==> src/rtl/fpstep.sv <==
// Front-panel step/strobe controller: debounces STEP, MODE, LOAD and issues one timed strob_fp per LOAD press.
// Latency: raw edge to mode/step = 2 + DEBOUNCE_TICKS cycles; strob_fp rises the cycle after stop&got is seen while pending.
// Backpressure: a LOAD request waits in F_PEND for got; it is dropped if the CPU leaves stop. Build option FPSTEP_AUTOREPEAT_EN.
module fpstep #(
  parameter int DEBOUNCE_TICKS = 50000,
  parameter int STROB_FP_TICKS = 4
`ifdef FPSTEP_AUTOREPEAT_EN
  , parameter int REPEAT_DELAY_TICKS = 25000000
  , parameter int REPEAT_RATE_TICKS  = 5000000
`endif
) (
  input  logic __clk,
  input  logic rst_,
  input  logic sw_step_,
  input  logic sw_mode,
  input  logic sw_load_,
  input  logic stop,
  input  logic got,
  output logic mode,
  output logic step,
  output logic strob_fp,
  output logic fp_busy
);

  localparam int CW = $clog2(DEBOUNCE_TICKS + 1);

  // Bit order in the per-input vectors.
  localparam int I_STEP = 0;
  localparam int I_MODE = 1;
  localparam int I_LOAD = 2;

  // Raw-level value of each input when released / off (STEP and LOAD are active-low).
  localparam logic [2:0] RAW_IDLE = 3'b101;

  localparam logic [1:0] F_IDLE  = 2'd0;
  localparam logic [1:0] F_PEND  = 2'd1;
  localparam logic [1:0] F_PULSE = 2'd2;
  localparam logic [1:0] F_HOLD  = 2'd3;

  logic [2:0] sync1_q, sync2_q;
  logic [2:0] sig;   // synchronised, active-high
  logic [2:0] deb;   // debounced, active-high

  // Two-flop synchronisers for the asynchronous panel inputs.
  always_ff @(posedge __clk or negedge rst_) begin
    if (!rst_) begin
      sync1_q <= RAW_IDLE;
      sync2_q <= RAW_IDLE;
    end else begin
      sync1_q <= {sw_load_, sw_mode, sw_step_};
      sync2_q <= sync1_q;
    end
  end

  assign sig = sync2_q ^ RAW_IDLE;

  for (genvar g = 0; g < 3; g++) begin : g_db
    logic [CW-1:0] cnt_q, cnt_d;
    logic          deb_q, deb_d;

    // Count consecutive cycles of disagreement; flip only after an unbroken run.
    always_comb begin
      cnt_d = '0;
      deb_d = deb_q;
      if (sig[g] != deb_q) begin
        if (cnt_q == CW'(DEBOUNCE_TICKS - 1)) begin
          deb_d = ~deb_q;
        end else begin
          cnt_d = cnt_q + 1'b1;
        end
      end
    end

    // Debounce state registers.
    always_ff @(posedge __clk or negedge rst_) begin
      if (!rst_) begin
        cnt_q <= '0;
        deb_q <= 1'b0;
      end else begin
        cnt_q <= cnt_d;
        deb_q <= deb_d;
      end
    end

    assign deb[g] = deb_q;
  end

  // LOAD edge qualification. After reset the debounced LOAD starts released, so a
  // button still held through reset would look like a fresh press once it debounces.
  // armed_q only sets once the synchroniser has refilled and LOAD is seen released.
  logic       load_prev_q;
  logic [1:0] fill_q, fill_d;
  logic       armed_q, armed_d;
  logic       load_edge;

  // Arming logic for the LOAD edge detector.
  always_comb begin
    fill_d  = (fill_q == 2'd2) ? fill_q : fill_q + 2'd1;
    armed_d = armed_q | ((fill_q == 2'd2) & ~sig[I_LOAD] & ~deb[I_LOAD]);
  end

  // LOAD history and arming registers.
  always_ff @(posedge __clk or negedge rst_) begin
    if (!rst_) begin
      load_prev_q <= 1'b0;
      fill_q      <= 2'd0;
      armed_q     <= 1'b0;
    end else begin
      load_prev_q <= deb[I_LOAD];
      fill_q      <= fill_d;
      armed_q     <= armed_d;
    end
  end

  assign load_edge = armed_q & deb[I_LOAD] & ~load_prev_q;

  logic [1:0] state_q, state_d;
  logic [7:0] pcnt_q, pcnt_d;
  logic       strob_q, strob_d;

  // Strobe FSM: request, wait for idle stopped CPU, pulse, then wait for release.
  always_comb begin
    state_d = state_q;
    pcnt_d  = pcnt_q;
    strob_d = 1'b0;
    case (state_q)
      F_IDLE: begin
        if (load_edge) state_d = F_PEND;
      end
      F_PEND: begin
        if (!stop) begin
          state_d = F_IDLE;
        end else if (got) begin
          state_d = F_PULSE;
          pcnt_d  = 8'(STROB_FP_TICKS - 1);
          strob_d = 1'b1;
        end
      end
      F_PULSE: begin
        // Runs to completion regardless of stop/got.
        if (pcnt_q == 8'd0) begin
          state_d = F_HOLD;
        end else begin
          pcnt_d  = pcnt_q - 8'd1;
          strob_d = 1'b1;
        end
      end
      F_HOLD: begin
        if (!deb[I_LOAD]) state_d = F_IDLE;
      end
      default: state_d = F_IDLE;
    endcase
  end

  // Strobe FSM registers.
  always_ff @(posedge __clk or negedge rst_) begin
    if (!rst_) begin
      state_q <= F_IDLE;
      pcnt_q  <= 8'd0;
      strob_q <= 1'b0;
    end else begin
      state_q <= state_d;
      pcnt_q  <= pcnt_d;
      strob_q <= strob_d;
    end
  end

  assign strob_fp = strob_q;
  assign fp_busy  = (state_q != F_IDLE);
  assign mode     = deb[I_MODE];

`ifdef FPSTEP_AUTOREPEAT_EN
  localparam int RMAX = (REPEAT_DELAY_TICKS > REPEAT_RATE_TICKS) ? REPEAT_DELAY_TICKS
                                                                 : REPEAT_RATE_TICKS;
  localparam int RW   = $clog2(RMAX + 1);

  logic [RW-1:0] rcnt_q, rcnt_d;
  logic          rdly_done_q, rdly_done_d;
  logic          gap_q, gap_d;

  // Auto-repeat: after the initial delay, punch a one-cycle hole in step every period.
  always_comb begin
    rcnt_d      = '0;
    rdly_done_d = 1'b0;
    gap_d       = 1'b0;
    if (deb[I_STEP] && deb[I_MODE]) begin
      rdly_done_d = rdly_done_q;
      if (!rdly_done_q) begin
        if (rcnt_q == RW'(REPEAT_DELAY_TICKS - 1)) begin
          gap_d       = 1'b1;
          rdly_done_d = 1'b1;
        end else begin
          rcnt_d = rcnt_q + 1'b1;
        end
      end else begin
        if (rcnt_q == RW'(REPEAT_RATE_TICKS - 1)) begin
          gap_d = 1'b1;
        end else begin
          rcnt_d = rcnt_q + 1'b1;
        end
      end
    end
  end

  // Auto-repeat registers.
  always_ff @(posedge __clk or negedge rst_) begin
    if (!rst_) begin
      rcnt_q      <= '0;
      rdly_done_q <= 1'b0;
      gap_q       <= 1'b0;
    end else begin
      rcnt_q      <= rcnt_d;
      rdly_done_q <= rdly_done_d;
      gap_q       <= gap_d;
    end
  end

  assign step = deb[I_STEP] & ~gap_q;
`else
  assign step = deb[I_STEP];
`endif

endmodule
==> config.mk <==
export PLATFORM = sky130hd
export DESIGN_NAME = fpstep
export DESIGN_NICKNAME = d
export VERILOG_FILES = /design/src/rtl/fpstep.sv
export SDC_FILE = /design/constraint.sdc
export NUM_CORES = 1
export LEC_CHECK = 0
export ABC_AREA = 1
export CORE_MARGIN = 3
export CORE_UTILIZATION = 59
export DETAILED_ROUTE_END_ITERATION = 8
export GPL_ROUTABILITY_DRIVEN = 0
export PLACE_DENSITY = 0.87
export RECOVER_POWER = 100
export SLEW_MARGIN = 25
export SYNTH_ARGS = -nofsm -noshare
export SYNTH_HDL_FRONTEND = slang
export SYNTH_SLANG_ARGS = --single-unit
==> constraint.sdc <==
create_clock -name __clk -period 1.8 [get_ports __clk]
set_input_delay 0.45 -clock __clk [delete_from_list [all_inputs] [get_ports __clk]]
set_output_delay 0.45 -clock __clk [all_outputs]
set_load 0.02 [all_outputs]
==> impl_metrics.toml, run 1 <==
[setup_path]
crit-reg2reg-launch = "pcnt_q[0]$_DFFE_PN0P_"
type_of_the_worst_setup_path = "flop to output pin"
worst_ep_required_time_ns = 1.35
worst_setup_path_startpoint = "strob_fp$_DFF_PN0_"
crit-reg2reg-capture = "pcnt_q[1]$_DFFE_PN0P_"
slowest_delay_ns = 0.61
crit_path_top_delay_cell = "clkdlybuf4s50_1"
crit_path_leading_delay_family = "buffers and inverters"
crit_cells = 1
worstRegToRegCells = 9
timing.critical_path.to_type = "output pin"
critical_path.endpoint = "strob_fp"
start_kind = "flop"
crit_chain = "clkdlybuf4s50_1"
cp.buffers_inverters = 1
worst-endpoint-arrival_ns = 1.27
critical_path_peak_fanout = 1
ff2ff_setup_slack_ns = 0.13

[routing]
maxUsedRoutingLayer = "met4"
dr.pass1.iters = 4
ant_nets = 0
met1_wire_length_um = 3280
drt_iter0_drc = 151
detailroute.wirelength.met2_um = 3700
totalWireLength_um = 7400
average_wire_per_standard_cell_um = 12.5
met3_length_um = 301
vias_per_cell = 5.19
count_of_vias_placed_by_the_detailed_router = 3070
remaining_drc_errors = 0

[power]
p_leak_nw = 1.95
power_density_mw_per_mm2 = 948
vdd_drop_max_mv = 0.870

[timing]
setup_total_negative_slack_ns = 0
post-route-min-period_ns = 1.72
finalClockSkew_ns = 0.00586
worst_margin_pin_slew_ns = 0.804
slew_headroom_pct = 46.4
maxSlewViolCount = 0
timing.fmax_ghz = 0.580
finalSetupViolations = 0
rsz_0062_raised_after_global_routing = "false"
final.period_utilization_pct = 95.7
finalHoldViolations = 0

[floorplan]
initial_core_util_pct = 62.7
core_region_area_mm2 = 0.00610
die_w_um = 86.5
die_height_um = 86.5
fp-row-count = 28
boundaryPins = 11
design.die.area_mm2 = 0.00748

[clock_tree]
cts_made_buffers = 9
cts_tree = "built"
cts.htree.levels = 3
ctsLongestPathBuffers = 2
cts_sinks = 72
cts.hold.buffers_added = 0
clock-root-buffer = "clkbuf_8"
clk-insertion-delay-late_ns = 0.35
clk_slew_on_worst_s_h_paths_ns = 0.07

[finish]
area.growth.synth_to_final_pct = 9.33
final_core_util_pct = 68.6
seqCellArea_mm2 = 0.00181
drive_above_1_share_pct = 9.11
n_fill_cell = 486
multi_input_area_mm2 = 0.00174
finalNetCount = 527
insertedDiodeCount = 0

[grt]
total_overflow_reported_by_the_global_router = 0
grt_max_degree = 35
global_route_wire_length_before_repair_um = 13400
number_of_global_route_vias_before_repair = 3129
antenna_found_initial = 0
all_layer_global_routing_usage_pct = 22.8

[yosys]
synthesis.area_mm2 = 0.00382
post_synth_inst_count = 487
synth.ff_latch_count = 72
post_syn_nets = 503
yosys_warnings = 0
synth_seq_area_share_pct = 47.3
synthDistinctLibCells = 27
synth_enable_flop_cells = 0
postSynth.topFlopCell = "dfrtp_1"
syn-mean-instance-area_um2 = 7.85
synth-async-reset-ratio_pct = 100

[job]
drv.max_cap_violation_count = 0

[place]
io_buffer_count = 10
place_hpwl_um = 5350

[run_status]
status = "finished, final reports clean"

[hold_path]
worstHoldPathType = "primary input to async pin"
-- area by class of cell --
type                       instances  share of cell area (%)
clock buffer                      13                    3.80
clock inverter                     3                   0.958
inverter                          59                    5.30
sequential                        72                    43.2
multi-input combinational        354                    41.7
timing repair buffer              15                    2.75
tap                               75                    2.25
-- worst register-to-register path, stage by stage, from the launching register on --
cell and delay [ns]:
dfrtp_1 0.42, inv_1 0.11, ha_2 0.23, inv_1 0.06, nor2_1 0.17, nand3_1 0.16
nand3_4 0.16, inv_1 0.11, nand2_1 0.08, nand2_1 0.06
-- synthesized netlist by cell type, types with 2 or more instances --
master | n | area, µm²
a21oi_1 | 11 | 55.1
clkinv_1 | 2 | 7.51
dfrtp_1 | 68 | 1700
dfstp_2 | 4 | 105
ha_1 | 9 | 113
inv_1 | 52 | 195
inv_2 | 5 | 18.8
nand2_1 | 124 | 465
nand2_2 | 5 | 31.3
nand2_4 | 2 | 22.5
nand3_1 | 28 | 140
nand3_2 | 7 | 70.1
nand4_1 | 3 | 18.8
nor2_1 | 100 | 375
nor2_2 | 8 | 50.1
nor2_4 | 3 | 33.8
nor3_1 | 7 | 35.0
nor3_2 | 4 | 40.0
o21ai_0 | 9 | 45.0
o21ai_1 | 3 | 15.0
xnor2_1 | 11 | 96.3
xor2_1 | 17 | 149
-- worst min path at each step --
stage / slack, ns / endpoint / startpoint / cells past startpoint
floorplan: 0.15 / async pin / rst_ / 0
global placement: 0.33 / sync2_q[1]$_DFF_PN0_ / sync1_q[1]$_DFF_PN0_ / 0
detailed placement: 0.34 / sync2_q[1]$_DFF_PN0_ / sync1_q[1]$_DFF_PN0_ / 0
CTS: 0.05 / g_db[0].cnt_q[2]$_DFF_PN0_ / rst_ / 1
global route: 0.25 / g_db[0].cnt_q[2]$_DFF_PN0_ / rst_ / 1
finish: 0.18 / g_db[0].cnt_q[2]$_DFF_PN0_ / rst_ / 1
-- metal layers --
metal,vias to the layer above,global-route usage [%]
li1,1544,-
met1,1452,28.1
met2,61,38.8
met3,13,4.75
met4,0,9.63
met5,-,0
-- layout by cell type, fill, tap and decap left out --
cell             netlist  layout
nand2_1              124     126
nor2_1               100     102
dfrtp_1               68      68
inv_1                 52      52
nand3_1               28      31
xor2_1                17      17
o21ai_0                9      11
xnor2_1               11      11
a21oi_1               11      11
clkbuf_8               0      11
nor3_1                 7      10
ha_1                   9       8
nor2_2                 8       6
inv_2                  5       5
nand2_2                5       4
clkbuf_1               0       4
nor2_4                 3       3
nand3_2                7       3
nand4_1                3       3
clkdlybuf4s50_1        0       3
clkbuf_2               0       3
dlygate4sd3_1          0       3
clkinv_1               2       2
clkinv_2               0       2
dlygate4sd2_1          0       2
buf_4                  0       2
dfstp_2                4       2
dfstp_1                0       2
nand2_4                2       1
nor3_2                 4       1
a21boi_0               1       1
a31o_2                 1       1
or2_1                  1       1
nand3_4                0       1
o21ai_1                3       1
ha_2                   0       1
bufinv_16              0       1
-- power by group --
| part | total (mW) | switching, mW | internal [mW] | leakage, nW |
|---|---|---|---|---|
| clock network | 1.29 | 0.576 | 0.713 | 0.103 |
| registers | 1.80 | 0.0763 | 1.72 | 0.960 |
| logic | 0.877 | 0.574 | 0.303 | 0.888 |
-- kinds of logic (layout without fill, tap and decap cells) --
family / count (synthesis) / count (layout) / share of synthesized area (%)
flip-flops: 72 / 72 / 47.3
adder cells (fa/ha/maj): 9 / 9 / 2.95
buffers and inverters: 61 / 90 / 6.22
XOR/XNOR: 28 / 28 / 6.42
AO/OA/AOI/OAI: 25 / 25 / 3.44
AND/OR/NAND/NOR: 292 / 292 / 33.7
-- flip-flops by register name (all words and copies together), names as in the netlist, named ones only --
name         flops
strob_fp         1
pcnt_q           8
mode             1
state_q          1
load_prev_q      1
g_db.deb_q       1
g_db.cnt_q      48
sync1_q          3
sync2_q          3
armed_q          1
step             1
fill_q           2
-- per-stage QoR --
stage | area (µm²) | hold slack (ns) | worst slack (ns) | total power [mW] | instances
after floorplan | 3820 | 0.154 | 0.397 | 2.43 | 487
after global placement | 4050 | 0.335 | 0.102 | 2.62 | 575
after detailed placement | 4050 | 0.345 | 0.0485 | 2.68 | 575
after CTS | 4250 | 0.0478 | 0.0119 | 3.98 | 591
after global routing | 4180 | 0.248 | 0.0208 | 4.20 | 591
final | 4180 | 0.181 | 0.0769 | 3.96 | 591
-- repair_timing --
action / in CTS / in global routing
setup buffers: 0 / 0
pin swaps: 0 / 0
resized for setup: 5 / 4
hold endpoints to repair: 0 / 0
endpoints found under the setup margin: 3 / 6
Power figures use the tool's default switching activity.
==> run 2: changes to the inputs <==
--- a/config.mk
+++ b/config.mk
@@ -5,7 +5,6 @@
 export SDC_FILE = /design/constraint.sdc
 export NUM_CORES = 1
 export LEC_CHECK = 0
-export ABC_AREA = 1
 export CORE_MARGIN = 3
 export CORE_UTILIZATION = 59
 export DETAILED_ROUTE_END_ITERATION = 8
==> run 2 against run 1 <==
Compared with the run above:
- the flow now finishes with violations (capacitance limit, slew limit, setup timing)
- count of clock-buffer cells in the layout stayed put
- global-route usage is 2.7 points lower
- area after synthesis is 8.3% lower
==> impl_metrics.toml, run 2 <==
[run_status]
status = "complete, but fails checks"
failed_checks = "capacitance limit, slew limit, setup timing"

[finish]
final_core_util_pct = 71.9
final_cell_mix = "68 x dfrtp_1, 58 x nor2_1, 38 x xnor2_1"
insertedDiodeCount = 0
largest_register_ffs = 48
n_fill_cell = 375
drive_above_1_share_pct = 16.0
registers.top_by_ff_count = "g_db.cnt_q"
layout_commonest_cell = "dfrtp_1"
postLayoutCellArea_mm2 = 0.00406
finalNetCount = 393
layout_top_registers = "g_db.cnt_q x48, pcnt_q x8"
area.growth.synth_to_final_pct = 15.7

[clock_tree]
cts.hold.buffers_added = 0
cts_made_buffers = 9
clock-root-buffer = "clkbuf_8"
clk-insertion-delay-late_ns = 0.34
clk_slew_on_worst_s_h_paths_ns = 0.08
cts_sinks = 72
cts_tree = "built"
ctsLongestPathBuffers = 2
cts.htree.levels = 3

[setup_path]
slowest_delay_ns = 0.52
crit_path_top_delay_cell = "or4b_4"
crit_chain = "inv_2 -> ha_2 -> or4b_4 -> nand4_1 -> buf_4 -> xor2_1 -> nor2_1"
crit-reg2reg-launch = "pcnt_q[0]$_DFFE_PN0P_"
worstRegToRegCells = 7
type_of_the_worst_setup_path = "flop to flop"
worst-endpoint-arrival_ns = 2.04
critical_path_peak_fanout = 4
cp.buffers_inverters = 2
timing.critical_path.to_type = "flop"
ff2ff_setup_slack_ns = -0.04
crit_path_leading_delay_family = "simple AND/OR/NAND/NOR gates"
start_kind = "flop"
crit-reg2reg-capture = "pcnt_q[5]$_DFFE_PN0P_"
worst_ep_required_time_ns = 2.00

[yosys]
synthesis.area_mm2 = 0.00351
count_leader_synth = "dfrtp_1"
synth_seq_area_share_pct = 51.5
synth-async-reset-ratio_pct = 100
yosys_warnings = 0
syn-mean-instance-area_um2 = 10.3
synth_enable_flop_cells = 0
post-synth-top-area-cell = "dfrtp_1"
ys_top_cells_by_area = "dfrtp_1 49%, xnor2_1 9.5%, nor2_1 6.2%"
post_synth_inst_count = 342
synthDistinctLibCells = 46
synthTopCellsByCount = "68 x dfrtp_1, 58 x nor2_1, 38 x xnor2_1, 24 x nand2_1, 17 x nand3_1"
synth_largest_type_area_fraction_pct = 48.5
synth.ff_latch_count = 72
postSynth.topFlopCell = "dfrtp_1"
post_syn_nets = 358

[hold_path]
min_from = "sync1_q[0]$_DFF_PN1_"
whs_path_depth = 0
worstHoldPathType = "flop to flop"
destination_of_the_worst_hold_path = "sync2_q[0]$_DFF_PN1_"

[floorplan]
fp-row-count = 27
initial_core_util_pct = 62.1
design.die.area_mm2 = 0.00690
boundaryPins = 11
core_region_area_mm2 = 0.00564
die_w_um = 83.1
die_height_um = 83.1

[timing]
timing.fmax_ghz = 0.545
maxSlewViolCount = 73
finalSetupViolations = 1
fin_ws_ns = -0.0351
fin_hold_ws_ns = 0.356
final.period_utilization_pct = 102
worst_margin_pin_slew_ns = 1.53
finalHoldViolations = 0
finalClockSkew_ns = 0.0114
post-route-min-period_ns = 1.84
rsz_0062_raised_after_global_routing = "true"
slew_headroom_pct = -1.81

[grt]
total_overflow_reported_by_the_global_router = 0
antenna_found_initial = 0
number_of_global_route_vias_before_repair = 2565
all_layer_global_routing_usage_pct = 20.1
global_route_wire_length_before_repair_um = 11200
grt_max_degree = 73

[routing]
detailroute.wirelength.met2_um = 3210
totalWireLength_um = 6520
vias_per_cell = 5.70
met3_length_um = 292
remaining_drc_errors = 0
average_wire_per_standard_cell_um = 14.4
drt_iter0_drc = 121
maxUsedRoutingLayer = "met4"
ant_nets = 0
met1_wire_length_um = 2870
dr.pass1.iters = 4
count_of_vias_placed_by_the_detailed_router = 2587

[job]
drv.max_cap_violation_count = 1

[place]
place_hpwl_um = 4380
io_buffer_count = 10
preCtsSetupSlack_ns = -0.127
area_after_detailed_placement_mm2 = 0.00381

[power]
p_leak_nw = 1.69
vdd_drop_max_mv = 0.793
power_density_mw_per_mm2 = 717
==> run 2: cell count changes after synthesis, moves of 7 or more <==
| cell | previous run | this run |
|---|---|---|
| nand2_1 | 124 | 24 |
| nor2_1 | 100 | 58 |
| inv_1 | 52 | 16 |
| xnor2_1 | 11 | 38 |
| nor4_1 | 0 | 15 |
| nand4_1 | 3 | 16 |
| nand3_1 | 28 | 17 |
| nor2_2 | 8 | 0 |
| xor2_1 | 17 | 9 |
| a21oi_1 | 11 | 4 |
| nand3_2 | 7 | 0 |
| nor3_1 | 7 | 14 |
==> run 2: area by class of cell <==
| class | instances | area (µm²) | share of cell area (%) |
|---|---|---|---|
| inverter | 16 | 60.1 | 1.48 |
| timing repair buffer | 28 | 234 | 5.77 |
| clock buffer | 13 | 159 | 3.92 |
| clock inverter | 3 | 17.5 | 0.432 |
| multi-input combinational | 250 | 1690 | 41.6 |
| sequential | 72 | 1810 | 44.5 |
| tap | 72 | 90.1 | 2.22 |
==> run 2: repair_timing <==
item	4_1_cts	5_1_grt
buffers inserted	0	1
setup endpoints to repair	3	10
pin swaps	0	5
cloned	0	0
resized for setup	8	20
==> run 2: worst register-to-register path, stage by stage (launching register included) <==
cell and delay (ns):
dfrtp_1 0.41, inv_2 0.08, ha_2 0.20, or4b_4 0.52
nand4_1 0.17, buf_4 0.14, xor2_1 0.13, nor2_1 0.05
==> run 2: cells by family (layout without fill, tap and decap cells) <==
| family | count (synthesis) | count (layout) | synth area share, % |
|---|---|---|---|
| simple gates | 165 | 165 | 23.8 |
| flops | 72 | 72 | 51.5 |
| xor+xnor | 47 | 47 | 11.7 |
| compound gates | 24 | 24 | 5.67 |
| buf+inv | 20 | 60 | 2.61 |
| fa+ha+maj | 9 | 9 | 3.21 |
| mux | 5 | 5 | 1.46 |
==> run 2: how the worst max path moves through the flow <==
stage,startpoint,endpoint,slack [ns],depth (start not counted)
3_5_place_dp,got,pcnt_q[7]$_DFFE_PN0P_,-0.13,5
3_3_place_gp,got,pcnt_q[7]$_DFFE_PN0P_,-0.03,5
6_report,pcnt_q[0]$_DFFE_PN0P_,pcnt_q[5]$_DFFE_PN0P_,-0.04,7
5_1_grt,state_q[0]$_DFFE_PN0P_,pcnt_q[7]$_DFFE_PN0P_,-0.09,6
4_1_cts,flop,fp_busy,0.001,4
2_1_floorplan,pcnt_q[0]$_DFFE_PN0P_,flop,0.14,6
==> run 2: where the power goes <==
part / internal (mW) / leakage [nW] / switching, mW
logic: 0.0425 / 0.630 / 0.0697
registers: 1.64 / 0.970 / 0.0218
clock network: 0.572 / 0.0894 / 0.558
==> run 2: layer usage <==
| layer | GRT usage, % | vias to the layer above |
|---|---|---|
| met4 | 8.47 | 0 |
| met2 | 31.9 | 54 |
| met5 | 0 | - |
| met3 | 6.94 | 18 |
| met1 | 25.1 | 1251 |
| li1 | - | 1264 |
==> run 2: through the flow <==
| stage | instances | power (mW) | setup TNS (ns) |
|---|---|---|---|
| 4_1_cts | 453 | 2.95 | 0 |
| 3_3_place_gp | 437 | 1.81 | -0.0449 |
| 2_1_floorplan | 342 | 1.74 | 0 |
| 6_report | 454 | 2.91 | -0.0351 |
| 3_5_place_dp | 437 | 1.82 | -0.361 |
| 5_1_grt | 454 | 3.04 | -0.541 |
==> run 3: changes to the inputs <==
==> constraint.sdc (replaced) <==
create_clock -name __clk -period 1.8 [get_ports __clk]
set_input_delay 0.45 -clock __clk [delete_from_list [all_inputs] [get_ports __clk]]
set_output_delay 0.45 -clock __clk [all_outputs]
set_load 0.1 [all_outputs]
==> run 3 against run 2 <==
Compared with the run above:
- the run ends with capacitance limit, slew limit left
- die area is the same
- sequential share of layout area decreased by 0.055 points
- final cell count did not move
- global-route usage fell by 0.23 points
- clock skew decreased by 0.00096 ns
- clock power grew 18%
- register-to-register slack better by 0.06 ns
==> impl_metrics.toml, run 3 (same netlist as run 2, synthesis figures left out) <==
[timing]
finalHoldViolations = 0
slew_headroom_pct = -2.20
finalSetupViolations = 0
post-route-min-period_ns = 1.77
final.period_utilization_pct = 98.3
worst_margin_pin_slew_ns = 1.53
timing.fmax_ghz = 0.565
fin_ws_ns = 0.0297
rsz_0062_raised_after_global_routing = "true"
finalClockSkew_ns = 0.0105
fin_hold_ws_ns = 0.361
maxSlewViolCount = 73

[grt]
global_route_wire_length_before_repair_um = 11200
all_layer_global_routing_usage_pct = 19.9
total_overflow_reported_by_the_global_router = 0
number_of_global_route_vias_before_repair = 2525
antenna_found_initial = 0
grt_max_degree = 73

[power]
power_density_mw_per_mm2 = 764
internal-power_mw = 2.40
p_leak_nw = 1.70
vdd_drop_max_mv = 0.627
share_of_power_burned_in_registers_pct = 53.6
sw_frac_of_total_pct = 22.5
power.switching_mw = 0.700
comb_power_share_pct = 3.5
power_frac_clock_pct = 42.8

[finish]
post_layout_nonfiller_instances = 454
final_core_util_pct = 72.0
drive_above_1_share_pct = 16.2
multi_input_area_mm2 = 0.00166
layout_commonest_cell = "dfrtp_1"
seqCellArea_mm2 = 0.00181
finalNetCount = 393
insertedDiodeCount = 0
area.growth.synth_to_final_pct = 15.8
largest_register_ffs = 48
layout_top_registers = "g_db.cnt_q x48, pcnt_q x8"
final_cell_mix = "68 x dfrtp_1, 58 x nor2_1, 38 x xnor2_1"
n_fill_cell = 369
registers.top_by_ff_count = "g_db.cnt_q"

[setup_path]
worst_ep_required_time_ns = 2.01
worst-endpoint-arrival_ns = 1.98
timing.critical_path.to_type = "flop"
critical_path_peak_fanout = 6
worstRegToRegCells = 7
ff2ff_setup_slack_ns = 0.03
crit-reg2reg-capture = "pcnt_q[2]$_DFFE_PN0P_"
start_kind = "flop"
type_of_the_worst_setup_path = "flop to flop"

[hold_path]
worstHoldPathType = "flop to flop"
min_from = "sync1_q[2]$_DFF_PN1_"
destination_of_the_worst_hold_path = "sync2_q[2]$_DFF_PN1_"
whs_path_depth = 0

[place]
io_buffer_count = 10
preCtsSetupSlack_ns = -0.120
dp.cells = 435
place_hpwl_um = 4170

[run_status]
status = "complete, but fails checks"
failed_checks = "capacitance limit, slew limit"

[floorplan]
die_height_um = 83.1
design.die.area_mm2 = 0.00690
initial_core_util_pct = 62.1
fp-row-count = 27
die_w_um = 83.1
boundaryPins = 11
core_region_area_mm2 = 0.00564

[clock_tree]
cts_tree = "built"
clk-insertion-delay-late_ns = 0.35
clk_slew_on_worst_s_h_paths_ns = 0.08
ctsLongestPathBuffers = 2
cts_made_buffers = 9
cts.htree.levels = 3
cts_sinks = 72
clock-root-buffer = "clkbuf_8"

[routing]
ant_nets = 0
dr.pass1.iters = 4
drt_iter0_drc = 129
remaining_drc_errors = 0
vias_per_cell = 5.68
count_of_vias_placed_by_the_detailed_router = 2577
average_wire_per_standard_cell_um = 14.7
totalWireLength_um = 6680

[job]
drv.max_cap_violation_count = 1
[run 3: stage by stage]
stage	setup TNS (ns)	total power [mW]	cell area [µm²]
floorplan	0	1.74	3510
global placement	-0.0480	1.81	3840
detailed placement	-0.400	1.81	3840
CTS	0	3.13	4060
global route	-0.244	3.23	4060
finish	0	3.10	4060
[run 3: repair_timing]
item	CTS	global route
buffers inserted	1	2
hold buffers	0	0
pin swaps	0	2
endpoints found under the setup margin	2	22
resized for setup	1	14
[run 3: per-layer routing]
metal  vias to the layer above  part of all wire (%)  GRT usage, %
li1                       1263                     -             -
met1                      1261                    46          25.6
met2                        39                    48          31.3
met3                        14                   2.9          4.76
met4                         0                   2.4          10.1
met5                         -                     0             0
[run 3: final cells by class]
class	count	share of cell area, %
clock buffers	12	3.82
flip-flops and latches	72	44.5
repair buffers	28	5.73
clock inverters	4	1.29
multi-input cells	250	41.0
inverters	16	1.48
well taps	72	2.22
[run 3: worst max path at each step]
stage,from,end
floorplan,state_q[0]$_DFFE_PN0P_,fp_busy
global placement,got,pcnt_q[7]$_DFFE_PN0P_
detailed placement,got,pcnt_q[4]$_DFFE_PN0P_
CTS,pcnt_q[0]$_DFFE_PN0P_,pcnt_q[1]$_DFFE_PN0P_
global route,flop,pcnt_q[2]$_DFFE_PN0P_
finish,flop,pcnt_q[2]$_DFFE_PN0P_
[run 3: worst max-delay path, stage by stage, from the launching register on]
cell,delay (ns)
dfrtp_1,0.40
inv_1,0.10
ha_1,0.26
a21bo_2,0.28
nand3_1,0.18
buf_4,0.16
mux2i_1,0.19
nor2_1,0.06
[run 3: power by group through the flow]
stage	logic [mW]	clock network (mW)	registers, mW
2_1_floorplan	0.0507	0	1.69
3_3_place_gp	0.116	0	1.69
3_5_place_dp	0.118	0	1.70
4_1_cts	0.119	1.35	1.66
5_1_grt	0.125	1.44	1.67
6_report	0.109	1.33	1.66
